[config.mk]
export PLATFORM = sky130hd
export DESIGN_NAME = yuv_pixel_sched
export DESIGN_NICKNAME = d
export VERILOG_FILES = /design/src/rtl/yuv_pixel_sched.sv
export SDC_FILE = /design/constraint.sdc
export NUM_CORES = 1
export LEC_CHECK = 0
export ABC_CLOCK_PERIOD_IN_PS = 2000
export CORE_UTILIZATION = 40
export DETAILED_ROUTE_END_ITERATION = 16
export PLACE_DENSITY = 0.78
export SLEW_MARGIN = 20
export SYNTH_ARGS = -nofsm -noshare
export SYNTH_HDL_FRONTEND = slang
export SYNTH_SLANG_ARGS = --single-unit
[constraint.sdc]
create_clock -name clk -period 2 [get_ports clk]
set_clock_uncertainty 0.1 [all_clocks]
set_input_delay 0.2 -clock clk [delete_from_list [all_inputs] [get_ports clk]]
set_output_delay 0.2 -clock clk [all_outputs]
set_load 0.005 [all_outputs]
[src/rtl/yuv_pixel_sched.sv]
// yuv_pixel_sched: per-pixel scheduler wrapped around an external Thumb core that
// computes luma. For each accepted RGB pixel the block:
//   1. writes R, G and B into data memory words 0, 1 and 2;
//   2. holds the core in reset for RST_CYCLES cycles;
//   3. releases the core until it halts or RUN_CYCLES cycles pass;
//   4. reads the core's Y result back from word Y_ADDR, saturating it to 8 bits;
//   5. offers the result on a valid/ready output port.
// Only one pixel is in flight at a time.
//
// Ports
//   clk          clock; all state changes on its rising edge
//   reset        synchronous active-high reset
//   in_valid     pixel offered
//   in_ready     pixel accepted on in_valid && in_ready (IDLE only)
//   in_pix       {R, G, B}, 8 bits each
//   core_reset_n active-low core reset; high only while the core runs
//   core_halt    core finished (SWI); honoured only while running
//   mem_we       data-memory write strobe
//   mem_re       data-memory read strobe
//   mem_addr     data-memory word address (0 when idle)
//   mem_wdata    data-memory write data (0 when idle)
//   mem_rdata    data-memory read data, valid the cycle after mem_re
//   out_valid    Y result available
//   out_ready    result consumed on out_valid && out_ready
//   out_y        saturated luma
//   out_timeout  result came from a run that hit RUN_CYCLES without a halt
//   pix_count    results delivered since reset (wraps)
module yuv_pixel_sched #(
  parameter int unsigned RST_CYCLES = 2,
  parameter int unsigned RUN_CYCLES = 85,
  parameter int unsigned Y_ADDR     = 6
) (
  input  logic        clk,
  input  logic        reset,
  input  logic        in_valid,
  output logic        in_ready,
  input  logic [23:0] in_pix,
  output logic        core_reset_n,
  input  logic        core_halt,
  output logic        mem_we,
  output logic        mem_re,
  output logic [7:0]  mem_addr,
  output logic [31:0] mem_wdata,
  input  logic [31:0] mem_rdata,
  output logic        out_valid,
  input  logic        out_ready,
  output logic [7:0]  out_y,
  output logic        out_timeout,
  output logic [31:0] pix_count
);

  // Terminal values of the shared sub-counter in each timed state.
  localparam logic [15:0] LoadLast = 16'd2;
  localparam logic [15:0] RstLast  = 16'(RST_CYCLES - 1);
  localparam logic [15:0] RunLast  = 16'(RUN_CYCLES - 1);
  localparam logic [7:0]  YAddr    = 8'(Y_ADDR);

  typedef enum logic [2:0] {
    StIdle,
    StLoad,
    StRst,
    StRun,
    StRead,
    StWaitRd,
    StOut
  } state_e;

  state_e      state_q, state_d;
  logic [15:0] cnt_q, cnt_d;
  logic [23:0] pix_q, pix_d;
  logic [7:0]  y_q, y_d;
  logic        tmo_q, tmo_d;
  logic [31:0] count_q, count_d;

  // Next-state logic.
  always_comb begin
    state_d = state_q;
    cnt_d   = cnt_q;
    pix_d   = pix_q;
    y_d     = y_q;
    tmo_d   = tmo_q;
    count_d = count_q;

    unique case (state_q)
      StIdle: begin
        if (in_valid) begin
          pix_d   = in_pix;
          cnt_d   = '0;
          state_d = StLoad;
        end
      end

      // One colour word per cycle; cnt_q doubles as the word address.
      StLoad: begin
        if (cnt_q == LoadLast) begin
          cnt_d   = '0;
          state_d = StRst;
        end else begin
          cnt_d = cnt_q + 16'd1;
        end
      end

      StRst: begin
        if (cnt_q == RstLast) begin
          cnt_d   = '0;
          state_d = StRun;
        end else begin
          cnt_d = cnt_q + 16'd1;
        end
      end

      // Halt is checked first so a halt on the final allowed cycle is not a timeout.
      StRun: begin
        cnt_d = cnt_q + 16'd1;
        if (core_halt) begin
          tmo_d   = 1'b0;
          state_d = StRead;
        end else if (cnt_q == RunLast) begin
          tmo_d   = 1'b1;
          state_d = StRead;
        end
      end

      StRead: begin
        state_d = StWaitRd;
      end

      // Any bit above bit 7 set means the value exceeds 255: clamp to full scale.
      StWaitRd: begin
        y_d     = (|mem_rdata[31:8]) ? 8'hFF : mem_rdata[7:0];
        state_d = StOut;
      end

      StOut: begin
        if (out_ready) begin
          count_d = count_q + 32'd1;
          state_d = StIdle;
        end
      end

      default: begin
        state_d = StIdle;
      end
    endcase
  end

  // Output decode. Memory bus is driven to zero whenever no strobe is active.
  always_comb begin
    in_ready     = 1'b0;
    core_reset_n = 1'b0;
    mem_we       = 1'b0;
    mem_re       = 1'b0;
    mem_addr     = '0;
    mem_wdata    = '0;
    out_valid    = 1'b0;

    unique case (state_q)
      StIdle: begin
        // Gated by reset so the port reads 0 for the whole time reset is held.
        in_ready = ~reset;
      end

      StLoad: begin
        mem_we   = 1'b1;
        mem_addr = cnt_q[7:0];
        case (cnt_q[1:0])
          2'd0:    mem_wdata = {24'b0, pix_q[23:16]};
          2'd1:    mem_wdata = {24'b0, pix_q[15:8]};
          2'd2:    mem_wdata = {24'b0, pix_q[7:0]};
          default: mem_wdata = '0;
        endcase
      end

      StRun: begin
        core_reset_n = 1'b1;
      end

      StRead: begin
        mem_re   = 1'b1;
        mem_addr = YAddr;
      end

      StOut: begin
        out_valid = 1'b1;
      end

      default: begin
      end
    endcase
  end

  assign out_y       = y_q;
  assign out_timeout = tmo_q;
  assign pix_count   = count_q;

  always_ff @(posedge clk) begin
    if (reset) begin
      state_q <= StIdle;
      cnt_q   <= '0;
      pix_q   <= '0;
      y_q     <= '0;
      tmo_q   <= 1'b0;
      count_q <= '0;
    end else begin
      state_q <= state_d;
      cnt_q   <= cnt_d;
      pix_q   <= pix_d;
      y_q     <= y_d;
      tmo_q   <= tmo_d;
      count_q <= count_d;
    end
  end

endmodule

==> impl_results.md, run 1 <==
* Library cells used by synthesis at slightly above 60
* Vias in the first global route at 4,119
* WL/cell at 14.26 um
* Fin worst setup slack at -39.56 ps
* Longest Clk Path Bufs at 2
* Leakage Power at 0.002441 uW
* YS warnings at 0
* Maximum clock rate at 490.3 MHz
* Synth top area share at roughly 40%
* TritonRoute pass-1 iters at 4
* FP Rows at 37
* Via/cell ratio at about 5.2
* Top cells by count, synth: dfxtp_1 (84), nand2_1 (77), nor2_1 (67)
* Syn Area/Cell at ~8.1 um2
* Critical path data arrival time at approximately 2200 ps
* Total power at 5152 uW
* Most frequent cell after synthesis: dfxtp_1
* Final Slew Violations at 0
* Clock-pin slew of the registers on the worst-case setup and hold paths at 80 ps
* Reg2reg setup slack at -40 ps
* Dpl hpwl at 8.173 mm
* Hold Startpoint: reset
* Crit Path Class: register to register
* EDFF count, synth at 0
* First-pass GRT wire length at 19.04 mm
* Hold WC Path Type: input pin to register
* Global Route met3 Usage at under 10%
* Seq/Total Area, Yosys at 39.16%
* IO Count at around 150
* Final min period at 2040 ps
* Tot GR Track Use at 21.09%
* Post-DP Area at between 5000 and 6000 um2
* CTS tree: built
* Via count at 4,257
* Hold path depth at 2
* Final Hold Vio Count at 0
* Cells after synthesis at ~530
* Final #Nets at 743
* Netlist Area Pre-Place at 4294 um2
* Met2 Resource Use GR at between 30% and 40%
* Inserted Diodes at 0
* DIE HEIGHT at 105.6 um
* Reg2reg start: cnt_q[15]
* GPL Wtd Cong at a little over 0.8
* Final worst path period share at 102.0%
* Slew margin rel. at about three fifths
* Die width at 105.6 um
* IO Port Bufs at 122
* Critical Path End Type: register
* Drt total wl at 11.66 mm
* CP max FO at 7
* Worst-Margin Slew at 588.0 ps
* WHS Endpoint: state_q[0]
* Ys flop type: dfxtp_1
* Placed cells at 793
* Starting density of the core at roughly two fifths
* R2R Path End: cnt_q[14]
* Core area at a little over 10,000 um2
* Largest net degree at the start of global routing at 39
* Initial antenna violation count at 0
* RSZ-0062 raised after global routing: true
* TritonCTS Buffers at 9
* Synth area leaders: dfxtp_1 (39%), nand2_1 (6.7%), nor2_1 (5.9%), xor2_1 (5.1%), buf_4 (4.4%)
* Dominant cell type by area after synthesis: dfxtp_1
* Initial drt markers at slightly below 200
* Non-Filler Instances at roughly 820
* CTS root buf: clkbuf_8
* Post-DRT Antenna Nets at 0
* Die Area at 11,150 um2
* Yosys reg bits at 84
* Design Area, Final at 6193 um2
* Outcome: finished with violations
* Clock sinks at 84
* H-tree lvl count at 3
* Filler cells at between 900 and 1,000
* Pwr Density at 831.9 nW/um2
* Final setup violating endpoints at 4
* Layout cell share with drive strength beyond 1 at 16.86%
* Reg2Reg Depth at 6
* Skew-Pair Late Insertion Delay at approximately 360 ps
* Ys async rst share at 0%
* Area Overhead vs Synth at 44.23%
* Remaining DRCs at 0
* CP required at 2150 ps
* Gr ovfl total at 0
* CP Launch Type: register
* VDD IR max at between 400 and 500 uV
* Max-cap violations at 0
* Met1 Use GR at 25.80%
* Busiest grt layer: met2
* Failing checks: setup timing
## power by group
group / switching, uW / leakage (uW) / internal [uW]
combinational: 956 / 0.00165 / 889
sequential: 122 / 0.000684 / 1830
clock: 612 / 0.000106 / 742
## sequential cells by signal, summed over array words and instances (netlist names)
register / count
pix_count: 32
out_y: 8
state_q: 3
pix_q: 24
out_timeout: 1
cnt_q: 16
## through the flow
stage               worst slack [ps]  setup TNS, ps  util (%)  hold WS (ps)
floorplan                     0.8037              0         -         193.3
global placement               26.53              0     55.57         342.2
detailed placement            -42.36         -116.0     55.57         348.2
CTS                           -71.06         -71.06     58.04         78.47
global route                  -110.1         -878.2     59.72         131.0
finish                        -39.56         -119.0     59.72         119.8
## cell usage in the layout, fill, tap and decap left out, types with 4 or more instances in the layout
master           netlist  final
nand3_1               15     14
dlygate4sd2_1          0      8
clkbuf_8               0     10
a21oi_1               32     28
o21a_1                 9      9
and2_1                 7      7
clkdlybuf4s50_1        0    100
nor3_1                10      9
conb_1                 1     24
xnor2_1                7      7
nor2_1                67     65
a21o_1                 7      7
a222oi_1               8      8
buf_2                 10     10
nand4_1               24     24
nor4_2                 3      4
and4_1                 4      4
and3_1                 7      7
buf_4                 25     39
nor4_1                 8      7
a22oi_1                5      4
inv_1                  9      7
or3_1                  5      5
nand2b_1               5      4
dfxtp_4                0      4
dfxtp_1               84     78
xor2_1                25     25
a21oi_2                0      4
nand2_1               77     77
buf_6                  2      7
## worst max-delay path: stages, from the launching register on
cell and delay, ps:
dfxtp_1 340, nor4_2 430, nand4_2 200, o211ai_4 350
buf_6 190, a21oi_2 60, a221o_1 260
## cell families after synthesis
group | synth area share (%)
other cells | 0.08733
fa+ha+maj | 1.457
mux | 0.2622
flops | 39.16
buf+inv | 8.683
xor+xnor | 6.527
compound gates | 15.01
simple gates | 28.82
## repair_timing
| action | CTS | global route |
|---|---|---|
| resized for setup | 55 | 43 |
| gates cloned | 0 | 1 |
| hold buffers | 0 | 0 |
| setup buffers | 4 | 6 |
| setup endpoints to repair | 23 | 35 |
| pin swaps | 18 | 21 |
## final cells by class
class | instances | area [um2] | share of cell area [%]
flip-flops and latches | 84 | 1699 | 27.43
repair buffers | 172 | 1595 | 25.76
inverters | 10 | 42.54 | 0.6869
clock buffers | 11 | 141.4 | 2.283
multi-input cells | 400 | 2461 | 39.74
well taps | 136 | 170.2 | 2.747
clock inverters | 5 | 83.83 | 1.354
## per-layer routing
metal,part of all wire (%),vias up
met5,0,-
met4,1.5,0
met3,5.9,18
met2,50,155
met1,42,1991
li1,-,2093
## worst max-delay path by stage
stage                         start            to  depth (start not counted)
final                     cnt_q[15]     cnt_q[14]                          6
after global routing      cnt_q[15]     cnt_q[14]                          6
after CTS                  cnt_q[0]  mem_wdata[4]                          6
after detailed placement   in_valid      cnt_q[0]                          5
after global placement     in_valid      cnt_q[0]                          5
after floorplan            cnt_q[1]     cnt_q[14]                          9
Power figures use the tool's default switching activity.
==> run 2, diff against run 1 <==
--- a/config.mk
+++ b/config.mk
@@ -7,9 +7,12 @@
 export LEC_CHECK = 0
 export ABC_CLOCK_PERIOD_IN_PS = 2000
 export CORE_UTILIZATION = 40
+export CTS_CLUSTER_DIAMETER = 60
 export DETAILED_ROUTE_END_ITERATION = 16
 export PLACE_DENSITY = 0.78
+export RECOVER_POWER = 50
 export SLEW_MARGIN = 20
 export SYNTH_ARGS = -nofsm -noshare
 export SYNTH_HDL_FRONTEND = slang
 export SYNTH_SLANG_ARGS = --single-unit
+export TNS_END_PERCENT = 1
==> run 2 against run 1 <==
Effect of this change: the flow still finishes with violations (setup timing); clock-buffer cell count did not move; largest power group unchanged; critical path depth rose by 2; core utilization fell by 0.53 points; global-route usage fell by 0.11 points; wire length fell by 0.71%; worst hold slack got worse by 0.85 ps; sequential power barely moved; sequential cell count did not move; power fell by 1.1%; via count fell by 0.33%; critical path type unchanged; non-clock buffer count fell by 3.
==> impl_results.md, run 2 (synthesized netlist as in run 1, its figures left out) <==
* Max-cap violations at 0 (unchanged)
* WP buf/inv at 2 (+1)
* Hold path depth at 2 (unchanged)
* Crit Path Class: register to register
* Placed cells at 793 (unchanged)
* Die Area at 11,150 um2 (unchanged)
* Dpl hpwl at 8.173 mm (unchanged)
* Initial drt markers at 283 (+45%)
* Layout cell share with drive strength beyond 1 at 16.05% (-0.81 points)
* Clock share of power at 26.7% (+0.4 points)
* Starting density of the core at 41.41% (unchanged)
* Final setup violating endpoints at 9 (+5)
* IO Port Bufs at 122 (unchanged)
* Area Overhead vs Synth at 42.95%
* H-tree lvl count at 3 (unchanged)
* Clock sinks at 84 (unchanged)
* CTS tree: built
* Post-DRT Antenna Nets at 0 (unchanged)
* Critical path data arrival time at 2200 ps (about the same)
* Commonest non-fill, non-tap cell in the layout: clkdlybuf4s50_1
* Gr ovfl total at 0 (unchanged)
* Maximum clock rate at 489.8 MHz (-0.11%)
* Final #Nets at 740 (-0.40%)
* Hold_buf cts at 0 (unchanged)
* Final Slew Violations at 0 (unchanged)
* Final worst path period share at 102.1% (+0.11 points)
* CP top delay family: compound AO/OA/AOI/OAI gates
* Total power at 5097 uW (-1.1%)
* Worst stage delay on the critical path at 380 ps (-50 ps)
* Vias in the first global route at 4,088 (-0.75%)
* Failing checks: setup timing
* Final Hold Vio Count at 0 (unchanged)
* Slew margin rel. at 61.37% (+0.62 points)
* Min Hold Slack at 119.0 ps (-0.8500 ps)
* Clock-pin slew of the registers on the worst-case setup and hold paths at 90 ps (about the same)
* Largest net degree at the start of global routing at 39 (unchanged)
* CP required at 2160 ps (about the same)
* Psw at 1676 uW (-0.84%)
* Non-Filler Instances at 815 (-0.37%)
* Pwr Density at 830.4 nW/um2 (-0.18%)
* RSZ-0062 raised after global routing: true
* Fin worst setup slack at -41.74 ps (-2.183 ps)
* Sequence of cells on the critical path: inv_4 > ha_4 > nor4b_4 > nand4_2 > o211ai_4 > buf_6 > a21oi_1 > a221o_1
* CTS root buf: clkbuf_8
* Drt total wl at 11.58 mm (-0.71%)
* TritonCTS Buffers at 9 (unchanged)
* IO Count at 147 (unchanged)
* FP Rows at 37 (unchanged)
* CP Launch Type: register
* Final min period at 2042 ps (+2.183 ps)
* Setup WS pre-CTS at -42.36 ps (unchanged)
* Hold WC Path Type: input pin to register
* Crit-path slowest cell: dfxtp_4
* Tot GR Track Use at 20.98% (-0.11 points)
* Power share of the combinational group at 35.5% (-0.3 points)
* Critical Path End Type: register
* Fin util at 59.19% (-0.53 points)
* Skew-Pair Late Insertion Delay at 360 ps (about the same)
* Outcome: finished with violations
* Leakage Power at 0.002404 uW (-1.5%)
* Inserted Diodes at 0 (unchanged)
* CP max FO at 7 (unchanged)
* DIE HEIGHT at 105.6 um (unchanged)
* Worst-Margin Slew at 578.8 ps (-9.230 ps)
* Most frequent cells in the layout: clkdlybuf4s50_1 (101), dfxtp_1 (78), nand2_1 (77)
* Initial antenna violation count at 0 (unchanged)
* WL/cell at 14.21 um (-0.35%)
* Sequential Power Share at 37.8% (about the same)
* TritonRoute pass-1 iters at 7 (+3)
* Remaining DRCs at 0 (unchanged)
* Instance count on the critical path at 8 (+2)
* Via count at 4,243 (-0.33%)
* Sw frac at 32.88% (+0.074 points)
* First-pass GRT wire length at 18.99 mm (-0.26%)
* VDD IR max at 466.9 uV (-4.1%)
* Reg2Reg Depth at 8 (+2)
* Core area at 10,370 um2 (unchanged)
* Longest Clk Path Bufs at 2 (unchanged)
* Via/cell ratio at 5.206 (about the same)
* Power Internal at 3421 uW (-1.2%)
* Die width at 105.6 um (unchanged)
* Largest register FFs at 32 (unchanged)
* GPL Wtd Cong at 0.8195 (unchanged)
* Filler cells at 926 (+0.43%)
-- run 2: routing by layer --
metal  GRT usage (%)  share of wire, %
met5               0                 0
met4           7.242               1.7
met3           5.133               5.7
met2           36.00                50
met1           25.57                43
-- run 2: final timing paths --
check / from / end / slack, ps
worst max-delay path: cnt_q[1] / cnt_q[11] / -40
worst min-delay path: reset / state_q[0] / 120
worst max register to register: cnt_q[1] / cnt_q[11] / -40
worst min register to register: pix_q[9] / pix_q[9] / 360
-- run 2: power by group through the flow --
| stage | sequential, uW | combinational (uW) | clock, uW |
|---|---|---|---|
| floorplan | 1920 | 998 | 0 |
| global placement | 1930 | 1570 | 0 |
| detailed placement | 1940 | 1610 | 0 |
| CTS | 1910 | 1660 | 1400 |
| global route | 1950 | 1970 | 1470 |
| finish | 1930 | 1810 | 1360 |
-- run 2: final cells by class --
class / count / area [um2] / area share, %
clock inverters: 5 / 83.83 / 1.366
well taps: 136 / 170.2 / 2.772
flip-flops and latches: 84 / 1694 / 27.60
multi-input cells: 400 / 2434 / 39.65
repair buffers: 169 / 1575 / 25.66
inverters: 10 / 40.04 / 0.6523
clock buffers: 11 / 141.4 / 2.303
-- run 2: what timing repair did --
action / 4_1_cts / 5_1_grt
pin swaps: 11 / 29
setup endpoints to repair: 23 / 33
setup buffers: 3 / 3
gates resized for setup: 31 / 43
-- run 2: stage by stage --
step	TNS, ps	cell area (um2)
2_1_floorplan	0	4397
3_3_place_gp	0	5763
3_5_place_dp	-116.0	5763
4_1_cts	-708.0	6031
5_1_grt	-1357	6138
6_report	-173.4	6138
==> run 3, diff against run 2 <==
--- a/config.mk
+++ b/config.mk
@@ -5,11 +5,12 @@
 export SDC_FILE = /design/constraint.sdc
 export NUM_CORES = 1
 export LEC_CHECK = 0
-export ABC_CLOCK_PERIOD_IN_PS = 2000
+export ABC_CLOCK_PERIOD_IN_PS = 1920
+export CAP_MARGIN = 15
 export CORE_UTILIZATION = 40
 export CTS_CLUSTER_DIAMETER = 60
 export DETAILED_ROUTE_END_ITERATION = 16
-export PLACE_DENSITY = 0.78
+export PLACE_DENSITY = 0.75
 export RECOVER_POWER = 50
 export SLEW_MARGIN = 20
 export SYNTH_ARGS = -nofsm -noshare
==> constraint.sdc (replaced) <==
create_clock -name clk -period 1.92 [get_ports clk]
set_clock_uncertainty 0.1 [all_clocks]
set_input_delay 0.192 -clock clk [delete_from_list [all_inputs] [get_ports clk]]
set_output_delay 0.192 -clock clk [all_outputs]
set_load 0.01 [all_outputs]
==> run 3 against run 2 <==
Effect of this change: the run still ends with setup timing left; highest routed layer unchanged; clock power decreased by 4%; power is 0.23% lower; die area unchanged; largest power group unchanged; critical endpoint is now mem_wdata[2]; wire length decreased by 1.8%; setup slack got worse by 23 ps; design area decreased by 0.31%.
==> impl_results.md, run 3 (synthesized netlist as in run 1, its figures left out) <==
* Vias in the first global route at 3,940 (-3.6%)
* Placed cells at 803 (+1.3%)
* CP max FO at 8 (+1)
* Hold_buf cts at 0 (unchanged)
* Via/cell ratio at 5.156 (-0.96%)
* Commonest non-fill, non-tap cell in the layout: dfxtp_1
* Post-DRT Antenna Nets at 0 (unchanged)
* Initial drt markers at 234 (-17%)
* WP buf/inv at 3 (+1)
* Post-DP Area at 5884 um2 (+2.1%)
* Final Slew Violations at 0 (unchanged)
* Crit Path Class: register to primary output
* FP Rows at 37 (unchanged)
* Final min period at 1985 ps
* Longest Clk Path Bufs at 2 (unchanged)
* Die width at 105.6 um (unchanged)
* IO Port Bufs at 122 (unchanged)
* Most frequent cells in the layout: dfxtp_1 (82), nand2_1 (77), clkdlybuf4s50_1 (72)
* Maximum clock rate at 503.8 MHz
* Pwr Density at 831.1 nW/um2 (about the same)
* Clock-pin slew of the registers on the worst-case setup and hold paths at 90 ps (about the same)
* Outcome: finished with violations
* Initial antenna violation count at 0 (unchanged)
* Clock sinks at 84 (unchanged)
* Crit-path slowest cell: dfxtp_4
* Remaining DRCs at 0 (unchanged)
* CP top delay family: flip-flops
* Area Overhead vs Synth at 42.51%
* Drt total wl at 11.38 mm (-1.8%)
* IO Count at 147 (unchanged)
* Reg2reg start: cnt_q[0]
* Final Hold Vio Count at 0 (unchanged)
* Layout cell share with drive strength beyond 1 at 15.62% (-0.43 points)
* Starting density of the core at 41.41% (unchanged)
* Tot GR Track Use at 20.16% (-0.83 points)
* Worst-Margin Slew at 580.6 ps (+1.887 ps)
* WL/cell at 13.86 um (-2.5%)
* Inserted Diodes at 0 (unchanged)
* Final worst path period share at 103.4%
* CP required at 1630 ps (-530 ps)
* Dpl hpwl at 8.420 mm (+3.0%)
* Gr ovfl total at 0 (unchanged)
* VDD IR max at 472.7 uV (+1.2%)
* Core area at 10,370 um2 (unchanged)
* Leakage Power at 0.002525 uW (+5.0%)
* Min Hold Slack at 124.1 ps (+5.120 ps)
* GPL Wtd Cong at 0.8594 (+4.9%)
* DIE HEIGHT at 105.6 um (unchanged)
* Non-Filler Instances at 821 (+0.74%)
* Largest net degree at the start of global routing at 45 (+15%)
* Slew margin rel. at 61.25% (-0.13 points)
* Fin worst setup slack at -64.88 ps (-23.13 ps)
* Sequence of cells on the critical path: inv_2 > ha_1 > buf_6 > a222oi_1 > nor2_1 > buf_2
* Hold Startpoint: reset
* CTS tree: built
* Final setup violating endpoints at 10 (+1)
* RSZ-0062 raised after global routing: true
* TritonCTS Buffers at 9 (unchanged)
* Skew-Pair Late Insertion Delay at 350 ps (about the same)
* Hold WC Path Type: input pin to register
* Setup WS pre-CTS at -100.2 ps (-57.88 ps)
* CTS root buf: clkbuf_8
* Critical path data arrival time at 1690 ps (-510 ps)
* First-pass GRT wire length at 18.20 mm (-4.2%)
* Die Area at 11,150 um2 (unchanged)
* Crit path from: cnt_q[0]
* TritonRoute pass-1 iters at 5 (-2)
* Max-cap violations at 0 (unchanged)
* Worst stage delay on the critical path at 370 ps (about the same)
* Largest register FFs at 32 (unchanged)
* CP Launch Type: register
* Fin util at 59.01% (-0.18 points)
* Failing checks: setup timing
* Critical Path End Type: primary output
* Via count at 4,233 (-0.24%)
* Final #Nets at 746 (+0.81%)
* H-tree lvl count at 3 (unchanged)
* Design Area, Final at 6120 um2 (-0.31%)
-- run 3: cell count changes in the layout (fill, tap and decap cells not counted), moves of 2 or more --
cell,previous run,this run
a22oi_2,4,2
clkinv_4,0,2
buf_6,11,5
a22oi_1,2,4
clkinvlp_4,2,0
dfxtp_2,4,0
clkdlybuf4s50_1,101,72
clkbuf_2,8,0
dlygate4sd3_1,0,28
dfxtp_1,78,82
buf_2,1,11
buf_4,35,43
-- run 3: layer usage --
metal | part of all wire [%] | vias to the layer above | track usage, %
met2 | 50 | 133 | 34.21
li1 | - | 2101 | -
met5 | 0 | - | 0
met1 | 42 | 1983 | 24.63
met4 | 1.6 | 0 | 8.036
met3 | 6.1 | 16 | 4.638
-- run 3: final timing paths --
check	to	depth (start not counted)	slack, ps
hold / removal	out_timeout	2	120
setup / recovery	mem_wdata[2]	6	-60
hold reg to reg	pix_q[17]	2	360
setup reg to reg	state_q[2]	7	-10
-- run 3: repair_timing --
action | 4_1_cts | 5_1_grt
setup endpoints to repair | 34 | 53
setup buffers | 2 | 0
gates cloned | 0 | 0
pin swaps | 10 | 8
resized for setup | 55 | 14
-- run 3: final cells by class --
cell class	instances	area (um2)
sequential	84	1689
timing repair buffer	175	1592
clock buffer	9	123.9
multi-input combinational	400	2424
inverter	10	40.04
fill	949	4250
tap	136	170.2
clock inverter	7	81.33
-- run 3: where the power goes --
group	internal, uW	switching [uW]	leakage, uW
Combinational	791	979	0.00174
Sequential	1900	106	0.000682
Clock	622	689	0.000106
Total	3310	1770	0.00253
-- run 3: per-stage QoR --
step / TNS, ps / total power (uW)
after detailed placement: -1958 / 3783
final: -357.8 / 5086
after global routing: -2758 / 5355
after global placement: -692.4 / 3734
after floorplan: -104.5 / 3103
after CTS: -857.0 / 5120
-- run 3: worst register-to-register path: stages, from the launching register on --
cell and delay, ps:
dfxtp_4 360, inv_2 70, ha_2 290, and4_1 230, nand4_1 140, a22oi_2 280
a31oi_1 120, a311oi_1 260
